===== src/rtl/fetch_pkg.sv =====
// Shared types and constants for the instruction fetch responder.
// The FSM state encoding, the reset instruction and an alignment helper live here.
package fetch_pkg;

  typedef enum logic [2:0] {
    IDLE  = 3'd0,
    REQ   = 3'd1,
    DRAIN = 3'd2,
    HOLD  = 3'd3,
    ERR   = 3'd4
  } fetch_state_t;

  localparam logic [31:0] RV32I_NOP = 32'h0000_0013;

  function automatic logic is_word_aligned(input logic [1:0] low_bits);
    return (low_bits == 2'b00);
  endfunction

endpackage


===== src/rtl/fetch_timer.sv =====
// Saturating request-timeout counter. It counts enabled cycles after a clear and
// flags expiry once TIMEOUT_CYCLES-1 is reached; it never wraps.
module fetch_timer #(
  parameter int TIMEOUT_CYCLES = 16
) (
  input  logic clk,
  input  logic rst,
  input  logic clear,
  input  logic enable,
  output logic expired
);

  localparam int CNT_W = $clog2(TIMEOUT_CYCLES);
  localparam logic [CNT_W-1:0] LAST = CNT_W'(TIMEOUT_CYCLES - 1);

  logic [CNT_W-1:0] count_q, count_d;

  assign expired = (count_q == LAST);

  always_comb begin
    count_d = count_q;
    if (clear) begin
      count_d = '0;
    end else if (enable && !expired) begin
      count_d = count_q + 1'b1;
    end
  end

  always_ff @(posedge clk or posedge rst) begin
    if (rst) begin
      count_q <= '0;
    end else begin
      count_q <= count_d;
    end
  end

endmodule


===== src/rtl/fetch_unit.sv =====
// Instruction fetch responder: one single-beat memory read per instruction,
// valid/ready hand-off to decode, and inc/Disable control back to the PC.
module fetch_unit
  import fetch_pkg::*;
#(
  parameter int          TIMEOUT_CYCLES = 16,
  parameter logic [31:0] RESET_INSTR    = RV32I_NOP
) (
  input  logic        clk,
  input  logic        clr,
  input  logic [31:0] pc_val,
  input  logic        fetch_en,
  input  logic        flush,
  output logic        mem_req,
  output logic [31:0] mem_addr,
  input  logic [31:0] mem_rdata,
  input  logic        mem_ack,
  output logic [31:0] instr,
  output logic [31:0] instr_pc,
  output logic        instr_valid,
  input  logic        instr_ready,
  output logic        pc_inc,
  output logic        pc_hold,
  output logic        fetch_err
);

  fetch_state_t state_q, state_d;
  logic [31:0]  mem_addr_q, mem_addr_d;
  logic [31:0]  instr_q, instr_d;
  logic [31:0]  instr_pc_q, instr_pc_d;
  logic         mem_req_q, instr_valid_q, fetch_err_q;
  logic         tmr_clear, tmr_enable, tmr_expired;

  fetch_timer #(
    .TIMEOUT_CYCLES(TIMEOUT_CYCLES)
  ) u_timer (
    .clk    (clk),
    .rst    (clr),
    .clear  (tmr_clear),
    .enable (tmr_enable),
    .expired(tmr_expired)
  );

  assign tmr_enable = ((state_q == REQ) || (state_q == DRAIN)) && !mem_ack;

  always_comb begin
    state_d    = state_q;
    mem_addr_d = mem_addr_q;
    instr_d    = instr_q;
    instr_pc_d = instr_pc_q;
    tmr_clear  = 1'b0;
    case (state_q)
      IDLE: begin
        if (fetch_en) begin
          if (is_word_aligned(pc_val[1:0])) begin
            mem_addr_d = pc_val;
            tmr_clear  = 1'b1;
            state_d    = REQ;
          end else begin
            state_d = ERR;
          end
        end
      end
      REQ: begin
        if (mem_ack) begin
          if (!flush) begin
            instr_d    = mem_rdata;
            instr_pc_d = mem_addr_q;
            state_d    = HOLD;
          end else begin
            state_d = IDLE;
          end
        end else if (flush) begin
          // The request stays up; the late response is swallowed in DRAIN.
          tmr_clear = 1'b1;
          state_d   = DRAIN;
        end else if (tmr_expired) begin
          state_d = ERR;
        end
      end
      DRAIN: begin
        if (mem_ack) begin
          state_d = IDLE;
        end else if (tmr_expired) begin
          state_d = ERR;
        end
      end
      HOLD: begin
        if (flush || instr_ready) begin
          state_d = IDLE;
        end
      end
      ERR: begin
        state_d = ERR;
      end
      default: begin
        state_d = IDLE;
      end
    endcase
  end

  always_ff @(posedge clk or posedge clr) begin
    if (clr) begin
      state_q       <= IDLE;
      mem_addr_q    <= '0;
      instr_q       <= RESET_INSTR;
      instr_pc_q    <= '0;
      mem_req_q     <= 1'b0;
      instr_valid_q <= 1'b0;
      fetch_err_q   <= 1'b0;
    end else begin
      state_q       <= state_d;
      mem_addr_q    <= mem_addr_d;
      instr_q       <= instr_d;
      instr_pc_q    <= instr_pc_d;
      mem_req_q     <= (state_d == REQ) || (state_d == DRAIN);
      instr_valid_q <= (state_d == HOLD);
      fetch_err_q   <= (state_d == ERR);
    end
  end

  assign mem_req     = mem_req_q;
  assign mem_addr    = mem_addr_q;
  assign instr       = instr_q;
  assign instr_pc    = instr_pc_q;
  assign instr_valid = instr_valid_q;
  assign fetch_err   = fetch_err_q;

  // The accept pulse must land in the same cycle decode takes the word.
  assign pc_inc  = (state_q == HOLD) && instr_ready && !flush;
  assign pc_hold = (state_q != IDLE) && !pc_inc;

endmodule


===== config.mk =====
export PLATFORM = sky130hd
export DESIGN_NAME = fetch_unit
export DESIGN_NICKNAME = d
export VERILOG_FILES = /design/src/rtl/fetch_pkg.sv /design/src/rtl/fetch_timer.sv /design/src/rtl/fetch_unit.sv
export SDC_FILE = /design/constraint.sdc
export NUM_CORES = 1
export LEC_CHECK = 0
export ABC_CLOCK_PERIOD_IN_PS = 4750
export BUFFER_PORTS_ARGS = -buffer_cell sky130_fd_sc_hd__buf_2
export CORE_ASPECT_RATIO = 1.1
export CORE_MARGIN = 2
export CORE_UTILIZATION = 52
export DETAILED_ROUTE_END_ITERATION = 6
export PLACE_DENSITY = 0.85
export SLEW_MARGIN = 20
export SYNTH_ARGS = -nofsm -noshare
export SYNTH_HDL_FRONTEND = slang
export SYNTH_SLANG_ARGS = --single-unit

===== constraint.sdc =====
create_clock -name clk -period 4.75 [get_ports clk]
set_input_delay 0.475 -clock clk [delete_from_list [all_inputs] [get_ports clk]]
set_output_delay 0.475 -clock clk [all_outputs]
set_load 0.01 [all_outputs]

==> results of run 1 <==
[cell usage after synthesis]
| cell | number | share of area (%) |
|---|---|---|
| ha_1 | 1 | 0.30 |
| nand3_1 | 4 | 0.47 |
| nand4_1 | 2 | 0.30 |
| a2bb2oi_1 | 1 | 0.21 |
| buf_2 | 7 | 0.83 |
| o31ai_1 | 3 | 0.53 |
| dfstp_2 | 3 | 1.9 |
| o22ai_1 | 1 | 0.15 |
| a31oi_1 | 1 | 0.15 |
| nor2_2 | 1 | 0.15 |
| nor2_1 | 9 | 0.80 |
| mux2i_1 | 2 | 0.47 |
| nor2b_1 | 1 | 0.15 |
| o311ai_0 | 1 | 0.21 |
| nand2b_1 | 1 | 0.15 |
| nand2_2 | 2 | 0.30 |
| inv_1 | 2 | 0.18 |
| o21ai_0 | 3 | 0.35 |
| clkbuf_1 | 1 | 0.089 |
| nor3_1 | 2 | 0.24 |
| and2_1 | 3 | 0.44 |
| mux2_1 | 5 | 1.3 |
| a21oi_1 | 1 | 0.12 |
| nand2b_2 | 1 | 0.21 |
| xor2_1 | 3 | 0.62 |
| buf_6 | 4 | 1.1 |
| nand2_1 | 3 | 0.27 |
| and3_1 | 1 | 0.15 |
| a211oi_1 | 1 | 0.18 |
| o21a_1 | 1 | 0.18 |
| nor4b_4 | 1 | 0.56 |
| mux2_2 | 64 | 17 |
| mux2_4 | 25 | 8.9 |
| o211ai_1 | 1 | 0.18 |
| dfrtp_1 | 103 | 61 |
[area by class of cell]
type / count / area, µm² / share of cell area (%)
flip-flops and latches: 106 / 2660 / 49.7
well taps: 108 / 135 / 2.53
diodes: 2 / 5.00 / 0.0937
clock inverters: 6 / 57.6 / 1.08
inverters: 2 / 10.0 / 0.187
repair buffers: 172 / 866 / 16.2
clock buffers: 10 / 128 / 2.39
multi-input cells: 145 / 1480 / 27.8
[power by group through the flow]
stage                     Combinational, µW  Clock, µW  Sequential (µW)
after floorplan                        65.5          0             1000
after global placement                  164          0              986
after detailed placement                168          0              989
after CTS                               169        538              972
after global routing                    180        579              979
final                                   165        523              972
[metal layers]
layer / global-route usage [%] / share of wire (%)
met1: 25.7 / 41
met2: 33.7 / 49
met3: 6.50 / 8.0
met4: 7.81 / 1.9
met5: 0 / 0
[final timing paths]
kind                          startpoint            endpoint  depth (start not counted)
hold reg to reg             instr_pc[22]        instr_pc[22]                          1
max in group asynchronous            clr  u_timer.count_q[3]                          3
min in group clk           mem_rdata[19]           instr[19]                          2
setup reg to reg              state_q[0]         instr_pc[1]                          5
hold / removal                       clr           instr[23]                          2
setup / recovery              state_q[0]         instr_pc[1]                          5
[worst max-delay path, cell delays in order, from the launching register on]
cell and delay, ns:
dfrtp_1 0.53, nand2b_2 0.18, nor2_1 0.06, nand2_2 0.35, buf_4 0.57, mux2_2 0.40
[cells by family (layout without fill, tap and decap cells)]
logic type / after synthesis / in the layout / synth area share [%]
XOR/XNOR: 3 / 3 / 0.621
flip-flops: 106 / 106 / 62.8
AND/OR/NAND/NOR: 31 / 31 / 4.17
other: 0 / 2 / 0
buffers and inverters: 14 / 190 / 2.16
adder cells (fa/ha/maj): 1 / 1 / 0.296
AO/OA/AOI/OAI: 14 / 14 / 2.25
multiplexers: 96 / 96 / 27.7
[state kept, by name, indices dropped and copies added, names as in the netlist]
signal and count:
instr 32, instr_pc 32, mem_addr 32, u_timer.count_q 4, state_q 3, fetch_err 1, instr_valid 1, mem_req 1
[per-stage QoR]
step	util, %	std cells	setup WS, ns	area (µm²)	hold slack, ns
finish	67.5	551	2.53	5340	0.267
floorplan	-	265	1.49	4230	0.463
global placement	65.1	533	2.50	5150	0.472
CTS	67.4	549	2.53	5340	0.292
detailed placement	65.1	533	2.45	5150	0.475
global route	67.4	549	2.35	5340	0.308
==> summary.md, run 1 <==
| Metric | Value |
|---|---|
| Cells after Synth | between 200 and 300 |
| Pint | 1240 µW |
| Comb pwr share | about a tenth |
| Grt total ovfl | 0 |
| Avg WL per Cell | about 16 µm |
| Routed Antenna Nets | 0 |
| Share of cells above drive strength 1 | approximately 65% |
| PD cells | between 300 and 400 nW/µm² |
| Core ar. | just under 8000 µm² |
| Most frequent cells in the layout | buf_2 (170), dfrtp_1 (103), mux2_2 (64) |
| Max Freq | about 0.45 GHz |
| Crit start category | flop |
| Switching Fraction | about a quarter |
| Max-slew headroom | 27.5% |
| # hold bufs at CTS | 0 |
| TritonCTS clock tree | yes |
| Post-Syn Area | about 4200 µm² |
| Starting density of the core | 53.5% |
| Crit Path Class | flop to flop |
| Worst Tran Pin Value | between 1 and 1.5 ns |
| First-pass GRT wire length | approximately 14,000 µm |
| Die extent in x | between 80 and 90 µm |
| Initial detailed-routing violation count | between 70 and 80 |
| Final-stage net count | roughly 510 |
| Worst IR Drop VDD | 0.205 mV |
| Net Count, Synth | around 340 |
| Worst-path clk slew | around 0.11 ns |
| Slew Viols, Final | 0 |
| Initial antenna violation count | 2 |
| Part of the Yosys area used for sequential elements | a little over three fifths |
| Clk sinks | approximately 110 |
| DR vias/cell | around 5.1 |
| Input/output buffers | 170 |
| Pin count of the biggest net entering global routing | 72 |
| Fin crit share | a little under half |
| H-tree lvl count | 3 |
| R2R Setup Slk | about 2.5 ns |
| Hold/Removal Path Class | primary input to asynchronous set/reset pin |
| Number of CTS-inserted buffers | 9 |
| Synth cell types | 35 |
| Clock power frac | 31.5% |
| Final setup violation count | 0 |
| Sequential power share | ~59% |
| Net Switching | ~420 µW |
| Number of global-route vias before repair | 2,885 |
| RSZ-0062 raised after global routing | false |
| Final Critical Period | about 2.2 ns |
| Hold Fails Final Rpt | 0 |
| Drt total wl | a little under 9000 µm |
| Synth warn | 0 |
| Worst-Skew Late Latency | 0.37 ns |
| Chip Height | slightly below 100 µm |
| # Post-CTS Setup Buffers | 0 |
| Arrival time at the worst endpoint | 2.46 ns |
| HPWL Detailed | 6370 µm |
| Leakage dissipation | 0.00316 µW |
| Root buf cell | clkbuf_8 |
| Status | complete, no violations |
| Drt pass-1 iters | 4 |
| P&R area growth vs syn | 26.2% |
| Overall Power | 1660 µW |
| Critical Path RT | 5.00 ns |
| Io pins | roughly 170 |
| Gpl congestion | between 0.8 and 0.9 |
| Commonest non-fill, non-tap cell in the layout | buf_2 |
| #FFs+latches synth | about 110 |
| CP Capture Type | flop |
| Syn_area_per_cell | approximately 16 µm² |
| Post-route setup TNS | 0 ns |
| CTS Buffer Depth | 2 |
| Max_cap viols | 0 |
| DIE AREA | roughly 8900 µm² |
| # rows | 34 |
| Post_cts resized | 0 |
| Via count | approximately 2,800 |
| Worst clock skew | around 0.014 ns |
| Layout fillers | between 500 and 600 |
| GRT Overall Usage | roughly a fifth |
| DRC Markers | 0 |
| Critical path fanouts, max | 46 |
(Power assumes the default switching activity.)
==> run 2: changes to the inputs <==
--- a/config.mk
+++ b/config.mk
@@ -5,13 +5,13 @@
 export SDC_FILE = /design/constraint.sdc
 export NUM_CORES = 1
 export LEC_CHECK = 0
-export ABC_CLOCK_PERIOD_IN_PS = 4750
+export ABC_CLOCK_PERIOD_IN_PS = 2100
 export BUFFER_PORTS_ARGS = -buffer_cell sky130_fd_sc_hd__buf_2
 export CORE_ASPECT_RATIO = 1.1
 export CORE_MARGIN = 2
-export CORE_UTILIZATION = 52
+export CORE_UTILIZATION = 48
 export DETAILED_ROUTE_END_ITERATION = 6
-export PLACE_DENSITY = 0.85
+export PLACE_DENSITY = 0.79
 export SLEW_MARGIN = 20
 export SYNTH_ARGS = -nofsm -noshare
 export SYNTH_HDL_FRONTEND = slang
==> constraint.sdc (replaced) <==
create_clock -name clk -period 2.1 [get_ports clk]
set_input_delay 0.21 -clock clk [delete_from_list [all_inputs] [get_ports clk]]
set_output_delay 0.21 -clock clk [all_outputs]
set_load 0.01 [all_outputs]
==> run 2 against run 1 <==
  * Wire length increased by 1.9%
  * Count of clock-buffer cells in the layout is the same
  * Clock power up 130%
  * Hold slack worse by 0.22 ns
  * Global-route usage is 1.9 points lower
  * Design area increased by 2.3%
  * Register-to-register slack got worse by 2.1 ns
  * Fmax rose by 30%
  * Highest routed layer unchanged
  * Combinational power grew 130%
  * First-iteration DRC count decreased by 48%
  * Sequential power increased by 130%
==> summary.md, run 2 (synthesis results as in run 1) <==
| Metric | Value |
|---|---|
| Core ar. | ~8500 µm² |
| Number of global-route vias before repair | between 2,000 and 3,000 |
| Initial antenna violation count | 1 |
| Root buf cell | clkbuf_8 |
| Most frequent cells in the layout | buf_2 (170), dfrtp_1 (103), mux2_2 (64) |
| Chip Height | a little over 100 µm |
| Pin count of the biggest net entering global routing | 37 |
| Hold Fails Final Rpt | 0 |
| Worst IR Drop VDD | approximately 0.46 mV |
| Input/output buffers | 170 |
| Drt pass-1 iters | 4 |
| Placement Setup Slack | 0.429 ns |
| Layout fillers | approximately 650 |
| Final setup violation count | 0 |
| Number of CTS-inserted buffers | 9 |
| Register Area | 2660 µm² |
| Overall Power | between 3000 and 4000 µW |
| DR vias/cell | between 5 and 6 |
| Share of cells above drive strength 1 | ~65% |
| Leakage dissipation | 0.00322 µW |
| P&R area growth vs syn | 29.1% |
| Critical Path RT | around 2.3 ns |
| # Post-CTS Setup Buffers | 0 |
| CTS Buffer Depth | 2 |
| Initial detailed-routing violation count | 41 |
| Post-place instance area | about 5300 µm² |
| HPWL Detailed | approximately 6700 µm |
| Io pins | roughly 170 |
| Worst clock skew | around 0.012 ns |
| Worst Tran Pin Value | around 0.41 ns |
| First-pass GRT wire length | 13,600 µm |
| Fin crit share | ~80% |
| Max_cap viols | 0 |
| # rows | 35 |
| Commonest non-fill, non-tap cell in the layout | buf_2 |
| Critical path fanouts, max | 28 |
| TritonCTS clock tree | yes |
| Worst-path clk slew | ~0.11 ns |
| Post_cts resized | 0 |
| Clk sinks | approximately 110 |
| CP Capture Type | flop |
| Status | complete, no violations |
| RSZ-0062 raised after global routing | false |
| Area taken by multi-input logic gates | around 1500 µm² |
| Gpl congestion | approximately 0.78 |
| # hold bufs at CTS | 1 |
| Drt total wl | between 8000 and 9000 µm |
| Via count | 2,839 |
| DRC Markers | 0 |
| Grt total ovfl | 0 |
| WHS | 0.0510 ns |
| Die extent in x | approximately 94 µm |
| Max Freq | ~0.59 GHz |
| Final-stage net count | a little over 500 |
| Crit path setup slack, layout | approximately 0.4 ns |
| Routed Antenna Nets | 0 |
| Design Area, Final | 5460 µm² |
| Arrival time at the worst endpoint | slightly below 2 ns |
| Max-slew headroom | between 70% and 80% |
| Worst-Skew Late Latency | around 0.36 ns |
| Hold/Removal Path Class | primary input to flop |
| PD cells | between 600 and 700 nW/µm² |
| Crit start category | flop |
| DIE AREA | roughly 9600 µm² |
| Avg WL per Cell | roughly 16 µm |
| Crit Path Class | flop to flop |
| GRT Overall Usage | 18.5% |
| H-tree lvl count | 3 |
| Slew Viols, Final | 0 |
| ANT cells | 0 |
| Starting density of the core | about 50% |
| Final Critical Period | around 1.7 ns |
| Post-route setup TNS | 0 ns |
run 2: per-layer routing:
metal	global-route usage, %	vias to the layer above	wire length, µm
met5	0	-	0
met4	5.43	0	68
met3	5.46	6	711
met2	32.2	117	4580
met1	22.6	1419	3560
li1	-	1297	-
run 2: area by class of cell:
cell class	count	area share [%]
Tap cell	111	2.54
Inverter	2	0.206
Clock inverter	6	1.05
Multi-Input combinational cell	145	27.1
Clock buffer	10	2.52
Sequential cell	106	48.6
Timing Repair Buffer	180	17.9
run 2: power breakdown:
part	internal, µW	switching [µW]	total, µW
Combinational	215	171	386
Clock	494	715	1210
Sequential	2130	67.9	2200
run 2: per-stage QoR:
stage | cells | util [%]
floorplan | 265 | -
global placement | 543 | 62.2
detailed placement | 543 | 62.2
CTS | 560 | 64.6
global route | 560 | 64.6
finish | 560 | 64.6
run 2: critical path, stage by stage, from the launching register on:
cell,delay (ns)
dfrtp_1,0.59
nor2_2,0.10
nand2_2,0.29
buf_12,0.24
mux2_2,0.36
run 2: final timing paths:
kind                           endpoint  slack [ns]  cells past startpoint           from
min in group asynchronous  instr_pc[15]        0.39                      3            clr
max reg2reg                   instr[11]        0.40                      4     state_q[1]
min reg2reg                   instr[19]        0.50                      1      instr[19]
min                           instr[19]        0.05                      2  mem_rdata[19]
max in group asynchronous   instr_pc[7]        1.12                      4            clr
max                           instr[11]        0.40                      4     state_q[1]
